## src/rtl/ascon_sigma_seq.sv

```systemverilog
// Multi-cycle Ascon sigma unit: res = x ^ (x >>> r0) ^ (x >>> r1) on a 64-bit lane,
// with configurable rotate stages per cycle and a single-entry result cache.
module ascon_sigma_seq #(
    parameter int STAGES_PER_CYC = 2,
    parameter bit CACHE_EN       = 1'b1
) (
    input  logic        g_clk,
    input  logic        g_rst,
    input  logic        req_valid,
    output logic        req_ready,
    input  logic [31:0] rs1,
    input  logic [31:0] rs2,
    input  logic [4:0]  imm,
    input  logic        op_sigma_lo,
    input  logic        op_sigma_hi,
    output logic        rsp_valid,
    input  logic        rsp_ready,
    output logic [31:0] rd
);
    localparam int N  = 6 / STAGES_PER_CYC;
    localparam int CW = (N > 1) ? $clog2(N) : 1;

    typedef enum logic [1:0] {IDLE, BUSY, DONE} state_t;

    state_t         state_q;
    logic [63:0]    x_q, w0_q, w1_q, res_q;
    logic [4:0]     imm_q;
    logic           lo_q, hi_q;
    logic [68:0]    tag_q;
    logic           cvld_q;
    logic [CW-1:0]  cnt_q;
    logic           rsp_valid_q;
    logic [31:0]    rd_q;

    logic [11:0]    amt;
    logic [63:0]    w0_d, w1_d, res_d;
    logic           last, hit;

    // Returns {r1, r0}; unused indices rotate by zero so res collapses to x.
    function automatic logic [11:0] amounts(input logic [4:0] i);
        case (i)
            5'd0:    return {6'd28, 6'd19};
            5'd1:    return {6'd39, 6'd61};
            5'd2:    return {6'd6,  6'd1};
            5'd3:    return {6'd17, 6'd10};
            5'd4:    return {6'd41, 6'd7};
            default: return 12'd0;
        endcase
    endfunction

    // Stage k belongs to iteration cycle k / STAGES_PER_CYC.
    function automatic logic [63:0] rot_step(input logic [63:0] w, input logic [5:0] a,
                                             input int cyc);
        logic [63:0] r;
        r = w;
        for (int k = 0; k < 6; k++)
            if ((k / STAGES_PER_CYC) == cyc && a[k])
                r = (r >> (1 << k)) | (r << (64 - (1 << k)));
        return r;
    endfunction

    function automatic logic [31:0] sel(input logic [63:0] r, input logic l, input logic h);
        return ({32{l}} & r[31:0]) | ({32{h}} & r[63:32]);
    endfunction

    always_comb begin
        amt   = amounts(imm_q);
        w0_d  = rot_step(w0_q, amt[5:0],  int'(cnt_q));
        w1_d  = rot_step(w1_q, amt[11:6], int'(cnt_q));
        res_d = x_q ^ w0_d ^ w1_d;
        last  = (cnt_q == CW'(N - 1));
        hit   = CACHE_EN && cvld_q && (tag_q == {rs2, rs1, imm});
    end

    always_ff @(posedge g_clk) begin
        if (g_rst) begin
            state_q     <= IDLE;
            cvld_q      <= 1'b0;
            cnt_q       <= '0;
            rsp_valid_q <= 1'b0;
            rd_q        <= '0;
        end else begin
            case (state_q)
                IDLE: if (req_valid) begin
                    x_q   <= {rs2, rs1};
                    imm_q <= imm;
                    lo_q  <= op_sigma_lo;
                    hi_q  <= op_sigma_hi;
                    if (hit) begin
                        state_q     <= DONE;
                        rsp_valid_q <= 1'b1;
                        rd_q        <= sel(res_q, op_sigma_lo, op_sigma_hi);
                    end else begin
                        w0_q    <= {rs2, rs1};
                        w1_q    <= {rs2, rs1};
                        cnt_q   <= '0;
                        state_q <= BUSY;
                    end
                end
                BUSY: begin
                    w0_q  <= w0_d;
                    w1_q  <= w1_d;
                    cnt_q <= cnt_q + 1'b1;
                    if (last) begin
                        res_q       <= res_d;
                        tag_q       <= {x_q, imm_q};
                        cvld_q      <= 1'b1;
                        state_q     <= DONE;
                        rsp_valid_q <= 1'b1;
                        rd_q        <= sel(res_d, lo_q, hi_q);
                    end
                end
                DONE: if (rsp_ready) begin
                    state_q     <= IDLE;
                    rsp_valid_q <= 1'b0;
                    rd_q        <= '0;
                end
                default: state_q <= IDLE;
            endcase
        end
    end

    assign req_ready = (state_q == IDLE);
    assign rsp_valid = rsp_valid_q;
    assign rd        = rd_q;
endmodule
```

## config.mk

```make
export PLATFORM = sky130hd
export DESIGN_NAME = ascon_sigma_seq
export DESIGN_NICKNAME = d
export VERILOG_FILES = /design/src/rtl/ascon_sigma_seq.sv
export SDC_FILE = /design/constraint.sdc
export NUM_CORES = 1
export LEC_CHECK = 0
export BUFFER_PORTS_ARGS = -buffer_cell sky130_fd_sc_hd__buf_2
export CORE_MARGIN = 4
export CORE_UTILIZATION = 31
export CTS_CLUSTER_DIAMETER = 200
export CTS_CLUSTER_SIZE = 8
export DETAILED_ROUTE_END_ITERATION = 8
export MAX_ROUTING_LAYER = met4
export SLEW_MARGIN = 5
export SYNTH_ARGS = -nofsm -noshare
export SYNTH_HDL_FRONTEND = slang
export SYNTH_SLANG_ARGS = --single-unit
export TNS_END_PERCENT = 10
```

## constraint.sdc

```tcl
create_clock -name g_clk -period 7 [get_ports g_clk]
set_input_delay 0.35 -clock g_clk [delete_from_list [all_inputs] [get_ports g_clk]]
set_output_delay 0.35 -clock g_clk [all_outputs]
set_load 0.01 [all_outputs]
```

==> results.py, run 1 <==
metrics = {
    "outcome": {
        "run_status": "complete, no violations",
    },
    "setup_path": {
        "crit_type": "flip-flop to flip-flop",
        "end_kind": "flip-flop",
        "r2r_cells": 13,
        "cp.required_ps": 7490,
        "critPathArrivalTime_ps": 5810,
        "cp-start-kind": "flip-flop",
        "cp_max_fo": 39,
    },
    "detailed_routing": {
        "first_pass_iters": 8,
        "drtAntennaViolNets": 0,
        "drc": 0,
        "drtIter0Drc": 3802,
        "postRouteWirelength_mm": 121,
        "vias_per_cell": 6.48,
        "wl_per_cell_um": 32.9,
        "vias": 23900,
    },
    "cells_and_area": {
        "fill_cells": 8122,
        "nNetsFinal": 2673,
        "drive_gt1_frac": 0.128,
        "fin_area_um2": 28500,
        "postLayoutCoreUtil": 0.354,
        "stdcell_count": 3688,
        "area_growth_pct": 13.4,
    },
    "yosys": {
        "yosysSeqAreaShare": 0.428,
        "synthFlopType": "edfxtp_1",
        "synth_cell_types": 79,
        "syn_inst": 2551,
        "synth_warnings": 0,
        "synth_edf_count": 332,
        "yosysMostFrequentCell": "edfxtp_1",
        "synth-async-reset-ratio": 0,
        "yosys.area.top_type": "edfxtp_1",
        "synth.top_cells.by_count": "edfxtp_1 (332), mux2i_1 (264), a21oi_1 (213), o21ai_0 (143), nand2_1 (139)",
        "synth_area_um2": 25100,
        "synth_seq_cells": 370,
        "synth_fp_nets": 2633,
        "netlist.area_leader.share": 0.397,
        "syn_avg_cell_area_um2": 9.84,
        "synthTopCellsByArea": "edfxtp_1 (40%), mux2i_1 (11%), xnor2_1 (4.4%), a21oi_1 (4.2%), dfxtp_1 (3.0%)",
    },
    "global_route": {
        "grt_pass1_wl_mm": 169,
        "grt_pass1_vias": 21900,
        "antenna_found_initial": 5,
        "grt_max_degree": 86,
        "gr-usage-all-layers": 0.280,
        "gr-total-overflow": 0,
    },
    "placed_design": {
        "port_buffers": 108,
        "routabilityCongestion": 1.06,
        "placedCellCount": 3560,
        "place_area_um2": 26600,
        "place_hpwl_mm": 91.0,
    },
    "power": {
        "total_power_w": 0.0108,
        "ir_worst_vdd_v": 0.000261,
        "power.density_nw_per_um2": 380,
        "cellLeakagePower_nw": 10.3,
    },
    "clock_network": {
        "htreeDepth": 2,
        "clock-sinks": 370,
        "clock-root-buffer": "clkbuf_16",
        "numCtsBuffers": 52,
        "cts.path.max_buffers": 3,
        "cts_tree": "done",
        "clk_latency_ps": 620,
        "clkTransAtPathRegs_ps": 80,
    },
    "timing": {
        "fin_tns_setup_ps": 0,
        "slew_headroom": 0.153,
        "setup_violations": 0,
        "tightest_slew_ps": 1260,
        "finalCriticalPeriod_ps": 5330,
        "period_share": 0.761,
        "drv_slew": 0,
        "clock_skew_ps": 34.7,
        "fmax_ghz": 0.188,
        "finalHoldViolations": 0,
        "rsz0062_at_grt": "no",
    },
    "floorplanning": {
        "start_util": 0.312,
        "pin_count": 109,
        "die_h_um": 292,
        "die_w_um": 292,
        "num_rows": 104,
        "core_um2": 80400,
        "die-area_um2": 85600,
    },
    "flow_run": {
        "maxCapViolCount": 0,
    },
    "worst_hold_path": {
        "hold_path_depth": 1,
        "min_path_type": "input pin to flip-flop",
    },
}
[routing by layer]
layer  GRT usage  wire [µm]
met4       0.139       7850
met5           -          0
met2       0.386      49800
met3      0.0805      16500
met1       0.374      47400
[final timing paths]
path | slack [ps] | end | start
hold reg to reg | 470 | tag_q[64] | x_q[59]
setup reg to reg | 1670 | rd[14] | imm_q[0]
setup / recovery | 1670 | rd[14] | imm_q[0]
hold / removal | 30 | x_q[9] | rs1[9]
[area by class of cell]
class                   instances  area [µm²]  area share
well taps                    1060        1330      0.0466
flip-flops and latches        370       10700       0.377
clock buffers                  86        1450      0.0510
repair buffers                208        1410      0.0495
inverters                      65         244     0.00857
multi-input cells            1894       13200       0.465
diodes                          2        5.00    0.000176
clock inverters                 3        48.8     0.00171
[power breakdown]
part           switching, W  internal (W)  total (W)
clock network      0.000991       0.00140    0.00239
registers          0.000517       0.00303    0.00355
logic               0.00345       0.00142    0.00486
[logic make-up after synthesis]
| kind of cell | synth area share |
|---|---|
| adders and majority gates | 0.00389 |
| muxes | 0.135 |
| DFF | 0.428 |
| AOI/OAI and AO/OA | 0.206 |
| and+or+nand+nor | 0.114 |
| buffers and inverters | 0.0488 |
| xor gates and xnor gates | 0.0636 |
[metrics by stage]
step	setup WS [ps]	hold WS, ps
after floorplan	2080	421
after global placement	1950	441
after detailed placement	2020	457
after CTS	1980	0.428
after global routing	1530	4.78
final	1670	26.9
[critical path, cell delays in order (launching register included)]
cell,delay (ps)
edfxtp_1,650
buf_4,410
buf_4,550
nand2_1,210
nand3_2,480
buf_4,340
a211oi_1,80
a21oi_1,320
mux2i_1,240
mux2i_1,330
mux2i_1,190
xor2_1,580
xnor2_1,410
a221o_1,390
[registers in the layout, summed over array words and instances, names as in the netlist, 2 cells and up]
| name | count |
|---|---|
| imm_q | 5 |
| w0_q | 64 |
| tag_q | 69 |
| cnt_q | 2 |
| rd | 32 |
| w1_q | 64 |
| res_q | 64 |
| x_q | 64 |
| state_q | 2 |
[cells in the final DEF, fill, tap and decap left out, types with 37 or more instances in the layout]
| cell type | Yosys | final |
|---|---|---|
| nand3_1 | 99 | 97 |
| nor3_1 | 88 | 88 |
| dfxtp_1 | 38 | 38 |
| a22oi_1 | 45 | 45 |
| inv_1 | 65 | 65 |
| a21oi_1 | 213 | 212 |
| a221o_1 | 39 | 39 |
| dlygate4sd3_1 | 0 | 37 |
| xnor2_1 | 125 | 124 |
| o21ai_0 | 143 | 143 |
| a211oi_1 | 71 | 71 |
| nor2_1 | 123 | 117 |
| edfxtp_1 | 332 | 332 |
| mux2_2 | 61 | 61 |
| buf_4 | 7 | 61 |
| nand2_1 | 139 | 136 |
| xor2_1 | 50 | 49 |
| a31oi_1 | 57 | 57 |
| mux2i_1 | 264 | 264 |
| clkbuf_16 | 0 | 53 |
| buf_2 | 70 | 108 |
[what timing repair did]
action | in CTS | in global routing
setup buffers | 0 | 0
endpoints found under the hold margin | 37 | 0
hold buffers | 37 | 0
resized for setup | 0 | 0
endpoints found under the setup margin | 0 | 0
Power figures use the tool's default switching activity.
==> run 2: changes to the inputs <==
Settings changed: ABC_AREA from default to 1.
Clock period 7 ns to 5 ns, I/O delays scaled along.
==> run 2 against run 1 <==
  * The run now ends with DRC left
  * Highest routed layer unchanged
  * Synthesized area grew 4.3%
  * Synthesized cell count grew 45%
  * Global-route usage grew 4.3 points
  * Maximum frequency grew 28%
==> results.py, run 2 <==
metrics = {
    "detailed_routing": {
        "vias_per_cell": 5.87,
        "drc": 7,
        "drtAntennaViolNets": 0,
        "first_pass_iters": 9,
        "drtIter0Drc": 4193,
        "wl_per_cell_um": 29.2,
        "postRouteWirelength_mm": 144,
        "vias": 29000,
    },
    "timing": {
        "fmax_ghz": 0.239,
        "finalCriticalPeriod_ps": 4180,
        "tightest_slew_ps": 1250,
        "fin_tns_setup_ps": 0,
        "slew_headroom": 0.161,
        "clock_skew_ps": 42.1,
        "setup_violations": 0,
        "drv_slew": 0,
        "finalHoldViolations": 0,
        "period_share": 0.835,
        "rsz0062_at_grt": "no",
    },
    "outcome": {
        "violations": "DRC",
        "run_status": "finished with violations",
    },
    "yosys": {
        "netlist.area_leader.share": 0.381,
        "synth_warnings": 0,
        "yosys.area.top_type": "edfxtp_1",
        "synth-async-reset-ratio": 0,
        "synth_area_um2": 26200,
        "synth_fp_nets": 3773,
        "synth_edf_count": 332,
        "synthTopCellsByArea": "edfxtp_1 (38%), nand3_1 (28%), nand2_1 (14%), inv_1 (3.5%), dfxtp_1 (2.9%)",
        "yosysSeqAreaShare": 0.410,
        "yosysMostFrequentCell": "nand3_1",
        "synth_seq_cells": 370,
        "synth_cell_types": 40,
        "synth.top_cells.by_count": "nand3_1 (1453), nand2_1 (983), edfxtp_1 (332), inv_1 (242), buf_2 (78)",
        "syn_avg_cell_area_um2": 7.09,
        "synthFlopType": "edfxtp_1",
        "syn_inst": 3691,
    },
    "worst_hold_path": {
        "min_path_type": "input pin to flip-flop",
        "min_to": "state_q[0]",
        "hold_path_depth": 4,
        "min_from": "req_valid",
    },
    "placed_design": {
        "placedCellCount": 4773,
        "place_hpwl_mm": 111,
        "routabilityCongestion": 1.06,
        "port_buffers": 108,
    },
    "floorplanning": {
        "die-area_um2": 89100,
        "pin_count": 109,
        "core_um2": 83700,
        "num_rows": 106,
        "die_h_um": 299,
        "start_util": 0.313,
        "die_w_um": 299,
    },
    "power": {
        "power.density_nw_per_um2": 482,
        "cellLeakagePower_nw": 12.8,
        "ir_worst_vdd_v": 0.000300,
    },
    "setup_path": {
        "cp-start-kind": "flip-flop",
        "r2r_cells": 11,
        "crit_type": "flip-flop to flip-flop",
        "end_kind": "flip-flop",
        "reg2reg_to": "w1_q[25]",
        "r2r_slack_ps": 820,
        "critPathArrivalTime_ps": 4430,
        "timing.rr.start": "cnt_q[1]",
        "cp.required_ps": 5260,
        "cp_max_fo": 64,
    },
    "clock_network": {
        "clkTransAtPathRegs_ps": 70,
        "cts_tree": "done",
        "htreeDepth": 2,
        "cts_resized": 0,
        "clock-root-buffer": "clkbuf_16",
        "numCtsBuffers": 52,
        "clock-sinks": 370,
        "clk_latency_ps": 630,
        "cts_setup_buffers": 0,
        "hold_buffers": 70,
        "cts.path.max_buffers": 3,
    },
    "flow_run": {
        "maxCapViolCount": 0,
    },
    "cells_and_area": {
        "drive_gt1_frac": 0.0680,
        "final_cell_mix": "nand3_1 (1451), nand2_1 (982), edfxtp_1 (332)",
        "top_register": "tag_q",
        "stdcell_count": 4933,
        "nNetsFinal": 3845,
        "final_common_cell": "nand3_1",
        "area_growth_pct": 14.7,
        "largest_register_ffs": 69,
    },
    "global_route": {
        "grt_pass1_vias": 26700,
        "gr-total-overflow": 0,
        "antenna_found_initial": 8,
        "grt_max_degree": 72,
        "gr-usage-all-layers": 0.323,
        "grt_pass1_wl_mm": 200,
    },
}
-- run 2: cell types whose count changed in the layout (fill, tap and decap cells not counted), sizes merged, moves of 56 or more --
cell / change
a21oi: -150
nand2: +849
nor3: -83
a211oi: -69
nand3: +1355
inv: +183
mux2: -61
a31oi: -56
o21ai: -84
nor2: -66
xnor2: -102
mux2i: -267
-- run 2: critical path, cell delays in order (launching register included) --
cell and delay [ps]:
dfxtp_1 310, inv_1 130, ha_1 360, inv_1 210, nor2_4 160, buf_4 610
nand3_1 250, nand3_1 240, nand3_1 160, nand3_1 130, nand2_1 260, o21ai_0 970
-- run 2: where the power goes --
group | switching (W) | internal [W]
clock network | 0.00147 | 0.00191
registers | 0.000452 | 0.00409
logic | 0.00494 | 0.00159
-- run 2: through the flow --
stage,cell area (µm²),util,total power (W),setup slack (ps),hold slack (ps)
finish,30000,0.359,0.0145,823,196
global route,30000,0.359,0.0150,781,230
CTS,30000,0.358,0.0143,990,144
detailed placement,27800,0.333,0.0108,976,457
global placement,27800,0.333,0.0109,1010,448
floorplan,26200,-,0.00795,21.9,319
-- run 2: cell families after synthesis --
group,after synthesis,share of synthesized area
compound gates,163,0.0337
fa+ha+maj,7,0.00335
flops,370,0.410
simple gates,2651,0.466
xor+xnor,35,0.0117
buf+inv,465,0.0750
-- run 2: worst max-delay path by stage --
stage | cells after the start | to | startpoint | slack (ps)
floorplan | 6 | res_q[0] | state_q[1] | 20
global placement | 11 | w1_q[25] | cnt_q[1] | 1010
detailed placement | 11 | w1_q[25] | cnt_q[1] | 980
CTS | 11 | w1_q[25] | cnt_q[1] | 990
global route | 11 | w1_q[25] | cnt_q[1] | 780
finish | 11 | w1_q[25] | cnt_q[1] | 820
-- run 2: cell type report --
class	instances	area, µm²
well taps	1134	1420
flip-flops and latches	370	10700
diodes	5	12.5
multi-input cells	2856	13600
clock inverters	3	33.8
fillers	8902	53700
inverters	249	937
repair buffers	234	1890
clock buffers	82	1410
-- run 2: per-layer routing --
layer / track usage / up-vias / routed length [µm] / share of wire
li1: - / 13000 / - / -
met1: 0.404 / 13900 / 57500 / 0.40
met2: 0.487 / 1711 / 62500 / 0.43
met3: 0.0536 / 332 / 12300 / 0.085
met4: 0.200 / 0 / 11800 / 0.082
met5: - / - / 0 / 0
